File: src/rtl/ysyx_24110015_pkg.sv
// ysyx_24110015_pkg: shared FSM state encoding and owner constants for the memory arbiter.
package ysyx_24110015_pkg;
  typedef enum logic [1:0] {
    IDLE = 2'd0,
    REQ  = 2'd1,
    RESP = 2'd2
  } state_e;
  localparam logic OWN_M0 = 1'b0;
  localparam logic OWN_M1 = 1'b1;
endpackage

File: src/rtl/ysyx_24110015_arb_pick.sv
// ysyx_24110015_arb_pick: picks the winner between two requesters.
// A tie goes to the master that was not granted last.
module ysyx_24110015_arb_pick
  import ysyx_24110015_pkg::*;
(
  input  logic v0_i,
  input  logic v1_i,
  input  logic last_i,
  output logic win_o
);
  assign win_o = (v0_i && v1_i) ? ~last_i : (v1_i ? OWN_M1 : OWN_M0);
endmodule

File: src/rtl/ysyx_24110015_mem_arbiter.sv
// ysyx_24110015_mem_arbiter: two-master (IFU/LSU) to one-slave memory arbiter, one transaction outstanding.
// Define YSYX_ARB_RR_EN for round-robin ties; otherwise the LSU (m1) wins ties.
module ysyx_24110015_mem_arbiter
  import ysyx_24110015_pkg::*;
#(
  parameter int AW = 32,
  parameter int DW = 32
) (
  input  logic            clk,
  input  logic            rst,
  input  logic            m0_req_valid,
  output logic            m0_req_ready,
  input  logic [AW-1:0]   m0_addr,
  input  logic            m0_wen,
  input  logic [DW-1:0]   m0_wdata,
  input  logic [DW/8-1:0] m0_wmask,
  output logic            m0_resp_valid,
  output logic [DW-1:0]   m0_rdata,
  input  logic            m1_req_valid,
  output logic            m1_req_ready,
  input  logic [AW-1:0]   m1_addr,
  input  logic            m1_wen,
  input  logic [DW-1:0]   m1_wdata,
  input  logic [DW/8-1:0] m1_wmask,
  output logic            m1_resp_valid,
  output logic [DW-1:0]   m1_rdata,
  output logic            s_req_valid,
  input  logic            s_req_ready,
  output logic [AW-1:0]   s_addr,
  output logic            s_wen,
  output logic [DW-1:0]   s_wdata,
  output logic [DW/8-1:0] s_wmask,
  input  logic            s_resp_valid,
  input  logic [DW-1:0]   s_rdata,
  output logic            busy
);
  state_e state_q, state_d;
  logic   owner_q, owner_d;
  logic   win, last, any_req;
  assign any_req = m0_req_valid || m1_req_valid;
`ifdef YSYX_ARB_RR_EN
  logic last_q, last_d;
  assign last_d = (state_q == IDLE && any_req) ? win : last_q;
  assign last   = last_q;
  always_ff @(posedge clk or negedge rst)
    if (!rst) last_q <= OWN_M1;
    else      last_q <= last_d;
`else
  // a constant "m0 granted last" makes every tie resolve to m1
  assign last = OWN_M0;
`endif
  ysyx_24110015_arb_pick u_pick (
    .v0_i   (m0_req_valid),
    .v1_i   (m1_req_valid),
    .last_i (last),
    .win_o  (win)
  );
  always_ff @(posedge clk or negedge rst)
    if (!rst) begin
      state_q <= IDLE;
      owner_q <= OWN_M0;
    end else begin
      state_q <= state_d;
      owner_q <= owner_d;
    end
  always_comb begin
    state_d       = state_q;
    owner_d       = owner_q;
    s_req_valid   = 1'b0;
    m0_req_ready  = 1'b0;
    m1_req_ready  = 1'b0;
    m0_resp_valid = 1'b0;
    m1_resp_valid = 1'b0;
    s_addr        = owner_q ? m1_addr  : m0_addr;
    s_wen         = owner_q ? m1_wen   : m0_wen;
    s_wdata       = owner_q ? m1_wdata : m0_wdata;
    s_wmask       = owner_q ? m1_wmask : m0_wmask;
    case (state_q)
      IDLE: if (any_req) begin
        state_d = REQ;
        owner_d = win;
      end
      REQ: begin
        s_req_valid  = owner_q ? m1_req_valid : m0_req_valid;
        m0_req_ready = !owner_q && s_req_ready;
        m1_req_ready = owner_q && s_req_ready;
        state_d      = (s_req_valid && s_req_ready) ? RESP : REQ;
      end
      RESP: begin
        m0_resp_valid = !owner_q && s_resp_valid;
        m1_resp_valid = owner_q && s_resp_valid;
        state_d       = s_resp_valid ? IDLE : RESP;
      end
      default: state_d = IDLE;
    endcase
  end
  assign m0_rdata = s_rdata;
  assign m1_rdata = s_rdata;
  assign busy     = state_q != IDLE;
endmodule

File: config.mk
export PLATFORM = sky130hd
export DESIGN_NAME = ysyx_24110015_mem_arbiter
export DESIGN_NICKNAME = d
export VERILOG_FILES = /design/src/rtl/ysyx_24110015_pkg.sv /design/src/rtl/ysyx_24110015_arb_pick.sv /design/src/rtl/ysyx_24110015_mem_arbiter.sv
export SDC_FILE = /design/constraint.sdc
export NUM_CORES = 1
export LEC_CHECK = 0
export ABC_AREA = 1
export BUFFER_PORTS_ARGS = -buffer_cell sky130_fd_sc_hd__buf_4
export CORE_AREA = 4 4 120 122
export DETAILED_ROUTE_END_ITERATION = 10
export DIE_AREA = 0 0 124 126
export SETUP_SLACK_MARGIN = 0.5
export SYNTH_ARGS = -nofsm -noshare
export SYNTH_HDL_FRONTEND = slang
export SYNTH_SLANG_ARGS = --single-unit
File: constraint.sdc
create_clock -name clk -period 1.2 [get_ports clk]
set_clock_uncertainty 0.2 [all_clocks]
set_input_delay 0.12 -clock clk [delete_from_list [all_inputs] [get_ports clk]]
set_output_delay 0.12 -clock clk [all_outputs]
set_load 0.02 [all_outputs]
==> summary.md, run 1 <==
| Metric | Value |
|---|---|
| Outcome | `finished, violations left` |
| Failing checks | `negative hold slack, negative setup slack` |
| Core Region | `13200 um2` |
| GP Congestion | `0.759` |
| Largest cells by area after synthesis | `nand2_1, buf_4, buf_6, dfrtp_1, buf_2` |
| Number of nets with antenna violations after routing | `0` |
| Mux share of post-synthesis cell area | `0%` |
| Tightest Hold Check Type | `input port to flip-flop` |
| Hold buffers post-CTS | `1` |
| DR iter-0 viols | `29` |
| Die X | `124 um` |
| Fillers | `1476` |
| Number of flops mapped to enable cells by yosys | `0` |
| Pre-CTS setup slack | `-0.190 ns` |
| Inst Count DP | `651` |
| Worst Max-Slew Pin Slew | `0.198 ns` |
| Final setup viols | `78` |
| Clock tree buffer depth | `2` |
| Root buf cell | `clkbuf_16` |
| Clock Pin Slew Worst Setup and Hold Paths | `0.03 ns` |
| Worst skew pair latency | `0.22 ns` |
| Min-Delay Endpoint | `state_q[0]` |
| Port Buffer Count | `218` |
| Synthesis warning total | `0` |
| Via Count | `2371` |
| Cts bufs inserted | `3` |
| Register area share after synthesis | `4.74%` |
| Die height | `126 um` |
| Synthesis-stage register bit count | `3` |
| TritonCTS Sinks | `3` |
| Initial Util | `12.0%` |
| Dpl hpwl | `6530 um` |
| Reg-to-Reg End | `owner_q` |
| Worst EP arrival | `1.27 ns` |
| Final Critical Period | `1.59 ns` |
| Final core utilization | `27.4%` |
| Via density | `3.58` |
| Drt total wl | `7720 um` |
| Post-Syn Nets | `496` |
| Final non-filler cell total | `662` |
| IO Count | `315` |
| Final setup margin | `-0.386 ns` |
| Fin Setup TNS | `-26.86 ns` |
| Yosys cell types | `13` |
| Stages on the worst setup path | `5` |
| Post-DP Area | `3330 um2` |
| CTS HTree Levels | `1` |
| Total power | `7.98 mW` |
| Gr usage total | `8.98%` |
| Layout cells sized above 1 | `72.8%` |
| Number of global-route vias before repair | `2407` |
| Hold depth | `3` |
| VDD IR max | `1.12 mV` |
| Post-synth top cells | `nand2_1, buf_4, buf_2` |
| RSZ-0062 raised after global routing | `true` |
| Post-synthesis xor/xnor area fraction | `0%` |
| Critical Path Max Stage Delay | `0.43 ns` |
| Final period util | `132%` |
| Critical path cell sequence | `buf_12, buf_12, nand2_1, nand2_2, buf_4` |
| Synth Area in Compound Gates | `0.632%` |
| FF-to-FF setup slack | `-0.10 ns` |
| NumNets Final | `663` |
| PwrDens | `2210 nW/um2` |
| Synth-to-Final Area Change | `129%` |
| Post-synthesis simple-gate area fraction | `54.9%` |
| Die Area | `15600 um2` |
| Fmax | `0.631 GHz` |
| DRC Markers | `0` |
| Synthesized area | `1580 um2` |
| FP Rows | `42` |
| Top Family by Delay on Critical Path | `buffers and inverters` |
| Synth top area share | `51.9%` |
| CTS tree | `done` |
| Grt total ovfl | `0` |
| Final Cell Area | `3620 um2` |
| Final hold violations | `3` |
| Main synth FF type | `dfrtp_1` |
| Startpoint type of the worst setup path | `flip-flop` |
| Detailed Routing Iterations Pass 1 | `4` |
| Pleak | `2.05 nW` |
| Worst Path Required | `0.88 ns` |
| WHS | `-0.0572 ns` |
| Adder-cell area share of the yosys netlist | `0%` |
| Pin count of the biggest net entering global routing | `35` |
| Gate Count Post-Synth | `320` |
| Worst r2r path cells | `7` |
| Leading area contributor after synthesis | `nand2_1` |
| Max Cap Viol | `0` |
| Worst path slowest cell | `dfrtp_2` |
| CP Buf/Inv Count | `3` |
| Wire per inst | `11.7 um` |
| Largest family of logic cells by synthesized area | `simple AND/OR/NAND/NOR gates` |
| N_diodes | `0` |
| Crit path kind | `flip-flop to output port` |
| CP Capture Type | `output port` |
| RR Startpoint | `state_q[0]` |
| Worst relative slew slack | `86.8%` |
| Most common cell in the netlist | `nand2_1` |
| First-pass GRT wire length | `11600 um` |
| Most frequent CP cell | `buf_12` |
| Initial antenna violation count | `0` |
| Async SR Flop Fraction | `100%` |
| Hold_sp | `m0_req_valid` |
| Crit path max fanout | `21` |
| Syn Area/Cell | `4.95 um2` |
| Final Max Tran Viols | `0` |
==> cells in the final DEF (no fill, tap or decap) <==
master and n:
o21ai_4 1, nand3_1 3, nand2_2 86, buf_6 21
clkbuf_1 1, buf_4 214, a21oi_4 1, nand2_4 11
nand2_1 122, nor2_4 2, nor3_4 4, inv_4 2
clkbuf_16 3, dlygate4sd3_1 1, buf_12 5, dfrtp_1 1
inv_2 2, inv_1 4, dfrtp_2 2
==> worst min-delay path: stages <==
cell	delay, ns
buf_4	0.11
o21ai_4	0.05
nand2_1	0.04
==> what timing repair did <==
item	4_1_cts	5_1_grt
setup endpoints to repair	78	78
pin swaps	2	3
hold endpoints to repair	6	1
resized for setup	33	15
setup buffers	3	3
==> area by class of cell <==
class | count | area (um2) | share of cell area (%)
Clock buffer | 4 | 78.8 | 2.18
Inverter | 8 | 35.0 | 0.968
Sequential cell | 3 | 77.6 | 2.14
Multi-Input combinational cell | 230 | 1250 | 34.7
Tap cell | 176 | 220 | 6.08
Timing Repair Buffer | 241 | 1950 | 54.0
==> metal layers <==
metal  routed length (um)  track usage (%)
met1                 2510             9.49
met2                 4040             16.5
met3                  938             2.91
met4                  227             2.96
met5                    0                0
==> cell families after synthesis <==
group / after synthesis
DFF: 3
AOI/OAI and AO/OA: 2
buffers and inverters: 87
and+or+nand+nor: 228
==> worst max-delay path by stage <==
stage	endpoint	from	slack [ns]
CTS	s_addr[28]	owner_q	-0.39
detailed placement	s_addr[30]	owner_q	-0.19
floorplan	s_addr[10]	owner_q	-0.02
finish	s_addr[18]	owner_q	-0.39
global placement	s_addr[30]	owner_q	-0.17
global route	s_addr[10]	owner_q	-0.45
==> flip-flops by register name (all words and copies together) (netlist names) <==
register / flops
owner_q: 1
state_q: 2
==> report_power, final <==
part / switching, mW / leakage, nW / internal, mW / total [mW]
clock: 0.0910 / 0.0382 / 0.438 / 0.529
combinational: 4.00 / 1.98 / 3.24 / 7.24
sequential: 0.0621 / 0.0342 / 0.155 / 0.217
Note: power is estimated with default switching activity, not from simulation.
==> run 2: changes to the inputs <==
- PLACE_DENSITY_LB_ADDON: default -> 0.25
- SLEW_MARGIN: default -> 5
==> run 2 against run 1 <==
  * The flow still finishes with violations (negative hold slack, negative setup slack)
  * Sequential share of layout area barely moved
  * First-iteration DRC count rose by 120%
  * Maximum frequency fell by 1.3%
  * Register-to-register slack got worse by 0.07 ns
  * Sequential cell count did not move
  * Worst hold slack improved by 0.0069 ns
  * Routed wire length rose by 11%
==> summary.md, run 2 (synthesized netlist as in run 1, its figures left out) <==
| Metric | Value |
|---|---|
| Outcome | `finished, violations left` |
| Failing checks | `negative hold slack, negative setup slack` |
| Cts bufs inserted | `3` |
| Critical path cell sequence | `buf_8, clkbuf_16, nand2_1, nand2_2, buf_4` |
| Worst EP arrival | `1.29 ns` |
| Worst path slowest cell | `dfrtp_2` |
| Comb power frac | `90.7%` |
| Clock tree buffer depth | `2` |
| FP Rows | `42` |
| N_diodes | `0` |
| Net switching power | `4.31 mW` |
| Tightest Hold Check Type | `input port to flip-flop` |
| Internal power | `3.95 mW` |
| First-pass GRT wire length | `11700 um` |
| Hold buffers post-CTS | `1` |
| IO Count | `315` |
| Final setup margin | `-0.407 ns` |
| Most frequent cells in the layout | `buf_4, nand2_1, nand2_2` |
| Max Cap Viol | `0` |
| Commonest non-fill, non-tap cell in the layout | `buf_4` |
| Via density | `3.65` |
| Sequential Area | `77.6 um2` |
| Clk pwr share | `6.6%` |
| Die X | `124 um` |
| Final Max Tran Viols | `0` |
| Drt total wl | `8550 um` |
| Final core utilization | `27.6%` |
| Top Family by Delay on Critical Path | `buffers and inverters` |
| Fmax | `0.622 GHz` |
| WHS | `-0.0503 ns` |
| Synth-to-Final Area Change | `130%` |
| Worst Max-Slew Pin Slew | `0.214 ns` |
| Biggest regs | `state_q: 2 flops, owner_q: 1 flops` |
| Wire per inst | `12.9 um` |
| Root buf cell | `clkbuf_16` |
| DR iter-0 viols | `63` |
| Pleak | `2.06 nW` |
| Max FFs per register | `2` |
| CTS HTree Levels | `1` |
| Net Sw Frac | `52.2%` |
| PwrDens | `2270 nW/um2` |
| VDD IR max | `1.07 mV` |
| Final setup viols | `77` |
| Number of nets with antenna violations after routing | `0` |
| Port Buffer Count | `218` |
| Multi-input logic area | `1240 um2` |
| Die Area | `15600 um2` |
| Final hold violations | `3` |
| Worst Path Required | `0.88 ns` |
| CTS tree | `done` |
| Die height | `126 um` |
| NumNets Final | `663` |
| CP Buf/Inv Count | `3` |
| Largest register by flop count | `state_q` |
| Final period util | `134%` |
| Crit path kind | `flip-flop to output port` |
| Fillers | `1477` |
| GP Congestion | `0.705` |
| CP Capture Type | `output port` |
| Grt total ovfl | `0` |
| Total power | `8.27 mW` |
| Dpl hpwl | `6880 um` |
| TritonCTS Sinks | `3` |
| Via Count | `2418` |
| Crit path max fanout | `13` |
| Critical Path Max Stage Delay | `0.44 ns` |
| Gr usage total | `9.31%` |
| Core Region | `13200 um2` |
| Part of the power in registers | `2.7%` |
| Inst Count DP | `650` |
| Initial Util | `12.0%` |
| Number of global-route vias before repair | `2440` |
| RSZ-0062 raised after global routing | `true` |
| Detailed Routing Iterations Pass 1 | `4` |
| Final Critical Period | `1.61 ns` |
| Pin count of the biggest net entering global routing | `30` |
| Clock Pin Slew Worst Setup and Hold Paths | `0.03 ns` |
| Worst skew pair latency | `0.23 ns` |
| DRC Markers | `0` |
| Initial antenna violation count | `0` |
| Startpoint type of the worst setup path | `flip-flop` |
| Layout cells sized above 1 | `72.4%` |
| Final non-filler cell total | `662` |
| Worst relative slew slack | `85.7%` |
-- run 2: per-layer routing --
layer	wire [um]	GRT usage (%)	share of wire [%]	vias to the layer above
li1	-	-	-	1215
met1	2680	8.75	31	1037
met3	902	2.24	11	45
met2	4590	18.2	54	121
met4	377	4.57	4.4	0
met5	0	0	0	-
-- run 2: area by class of cell --
class	count	area share, %
clock buffer	4	2.17
multi-input combinational	230	34.2
inverter	8	1.03
tap	176	6.05
sequential	3	2.13
timing repair buffer	241	54.4
-- run 2: worst paths after layout --
kind,from,endpoint,slack [ns],cells after the start
worst max-delay path,owner_q,s_addr[31],-0.41,5
worst min-delay path,m0_req_valid,state_q[0],-0.05,3
worst max register to register,state_q[1],owner_q,-0.17,7
worst min register to register,state_q[0],state_q[1],0.39,3
max in group asynchronous,rst,owner_q,0.66,2
min in group asynchronous,rst,state_q[1],0.03,2
-- run 2: what timing repair did --
action,CTS,global route
endpoints found under the setup margin,78,78
cloned,1,2
resized for setup,14,29
buffers inserted,2,2
hold endpoints to repair,6,3
pin swaps,1,4
-- run 2: power by group through the flow --
stage	Combinational (mW)	Clock [mW]	Sequential [mW]
final	7.50	0.543	0.223
after global routing	8.06	0.568	0.234
after CTS	7.11	0.558	0.211
after detailed placement	6.76	0	0.200
after floorplan	4.34	0	0.204
after global placement	6.72	0	0.196
-- run 2: stage by stage --
step                setup WS [ns]  instance area (um2)  setup TNS (ns)
floorplan                 -0.0216                 1900           -1.10
CTS                        -0.419                 3480          -28.98
detailed placement         -0.174                 3310          -10.37
global placement           -0.169                 3310           -8.98
finish                     -0.407                 3640          -28.12
global route               -0.455                 3640          -32.24
-- run 2: tightest hold or removal path, delay by kind of cell --
kind / cells / cell delay [ns]
buf+inv: 1 / 0.11
compound gates: 1 / 0.06
simple gates: 1 / 0.06
==> run 3: changes to the inputs <==
- REMOVE_ABC_BUFFERS: default -> 1
==> run 3 against run 2 <==
  * The run still ends with negative hold slack, negative setup slack left
  * Non-clock buffer count fell by 1
  * Setup slack worse by 0.0070 ns
  * Core utilization about the same
  * Total power rose by 3.5%
  * Routed wire length grew 48%
  * Die area is the same
  * Maximum frequency decreased by 0.43%
  * Global-route usage grew 5.0 points
  * Cell count decreased by 0.15%
  * First-iteration DRC count is 43% higher
  * Combinational power is 4.0% higher
==> summary.md, run 3 (synthesized netlist as in run 1, its figures left out) <==
| Metric | Value |
|---|---|
| Final Critical Period | `1.61 ns` |
| Initial antenna violation count | `0` |
| CP Capture Type | `output port` |
| Gr usage total | `14.3%` |
| Grt total ovfl | `0` |
| Worst EP arrival | `1.29 ns` |
| Total power | `8.56 mW` |
| Via density | `3.84` |
| VDD IR max | `0.985 mV` |
| Detailed Routing Iterations Pass 1 | `4` |
| Sequential Area | `76.3 um2` |
| Pin count of the biggest net entering global routing | `28` |
| Port Buffer Count | `218` |
| Max Cap Viol | `0` |
| Outcome | `finished, violations left` |
| Failing checks | `negative hold slack, negative setup slack` |
| Worst relative slew slack | `84.8%` |
| Fillers | `1473` |
| IO Count | `315` |
| Max FFs per register | `2` |
| Worst skew pair latency | `0.22 ns` |
| Most frequent cells in the layout | `nand2_1, buf_4, buf_6` |
| Pleak | `2.10 nW` |
| Number of nets with antenna violations after routing | `0` |
| DR iter-0 viols | `90` |
| Crit path max fanout | `7` |
| Fin Setup TNS | `-27.78 ns` |
| GRT met1 Usage | `16.6%` |
| DRC Markers | `0` |
| RSZ-0062 raised after global routing | `true` |
| Biggest regs | `state_q: 2 flops, owner_q: 1 flops` |
| Layout cells sized above 1 | `60.6%` |
| Clock tree buffer depth | `2` |
| TritonCTS Sinks | `3` |
| Final Cell Area | `3640 um2` |
| Final setup viols | `78` |
| Final hold violations | `3` |
| Core Region | `13200 um2` |
| GP Congestion | `0.766` |
| Post-DP Area | `3000 um2` |
| CTS HTree Levels | `1` |
| NumNets Final | `662` |
| Clock Pin Slew Worst Setup and Hold Paths | `0.03 ns` |
| Worst Path Required | `0.88 ns` |
| Final period util | `134%` |
| Number of global-route vias before repair | `2555` |
| N_diodes | `0` |
| Commonest non-fill, non-tap cell in the layout | `nand2_1` |
| Root buf cell | `clkbuf_16` |
| Worst Max-Slew Pin Slew | `0.225 ns` |
| Startpoint type of the worst setup path | `flip-flop` |
| Crit path kind | `flip-flop to output port` |
| Via Count | `2535` |
| Die Area | `15600 um2` |
| Synth-to-Final Area Change | `130%` |
| Final Max Tran Viols | `0` |
| PwrDens | `2350 nW/um2` |
| Initial Util | `12.0%` |
| Hold buffers post-CTS | `1` |
| Largest register by flop count | `state_q` |
| GR met2 Demand/Resource | `21.0%` |
| Dpl hpwl | `10400 um` |
| Fmax | `0.620 GHz` |
| WHS | `-0.0495 ns` |
| Wire per inst | `19.1 um` |
| CTS tree | `done` |
| Die X | `124 um` |
| Met3 usage | `11.3%` |
| Die height | `126 um` |
| First-pass GRT wire length | `16300 um` |
| GRT busiest layer | `met2` |
| Final setup margin | `-0.414 ns` |
| Tightest Hold Check Type | `input port to flip-flop` |
| Multi-input logic area | `1040 um2` |
| FP Rows | `42` |
| Drt total wl | `12700 um` |
| Cts bufs inserted | `3` |
[run 3: changes by cell type in the layout (fill, tap and decap cells not counted), moves of 6 or more]
cell	change
nand2_4	-6
nand2_1	+56
nand2_2	-50
buf_4	-47
buf_6	+43
[run 3: final cells by class]
type                       count  share of cell area [%]
timing repair buffer         240                    60.1
sequential                     3                    2.09
inverter                       8                   0.961
multi-input combinational    230                    28.6
clock buffer                   4                    2.16
tap                          176                    6.04
[run 3: through the flow]
step                worst slack (ns)  cells  utilization [%]
floorplan                      -1.92    241                -
global placement              -0.184    647             22.7
global route                  -0.458    661             27.6
finish                        -0.414    661             27.6
CTS                           -0.404    657             26.5
detailed placement            -0.198    647             22.7
[run 3: power breakdown]
part / switching, mW / internal (mW) / total, mW / leakage [nW]
Clock: 0.0946 / 0.439 / 0.533 / 0.0382
Combinational: 4.10 / 3.70 / 7.80 / 2.03
Sequential: 0.0662 / 0.153 / 0.219 / 0.0357
[run 3: path summary, 6_finish.rpt]
| check | startpoint | cells past startpoint | end | slack (ns) |
|---|---|---|---|---|
| setup / recovery | owner_q | 5 | s_req_valid | -0.41 |
| hold / removal | m1_req_valid | 3 | owner_q | -0.05 |
| setup reg to reg | owner_q | 7 | state_q[0] | -0.21 |
| hold reg to reg | state_q[1] | 3 | state_q[0] | 0.40 |
| max in group asynchronous | rst | 2 | owner_q | 0.65 |
| min in group asynchronous | rst | 2 | state_q[1] | 0.04 |
[run 3: metal layers]
layer,part of all wire [%],vias to the layer above
met5,0.55,-
met4,0.28,2
met3,18,7
met2,43,201
met1,38,1108
li1,-,1217
[run 3: repair_timing]
item | 4_1_cts | 5_1_grt
setup buffers | 3 | 1
gates resized for setup | 101 | 20
gates cloned | 2 | 3
pin swaps | 6 | 2
endpoints found under the hold margin | 6 | 1
endpoints found under the setup margin | 78 | 78
[run 3: critical path, cell delays in order (launching register included)]
cell     delay, ns
dfrtp_2       0.42
buf_12        0.18
buf_8         0.13
nand2_4       0.05
a21oi_2       0.15
buf_6         0.14
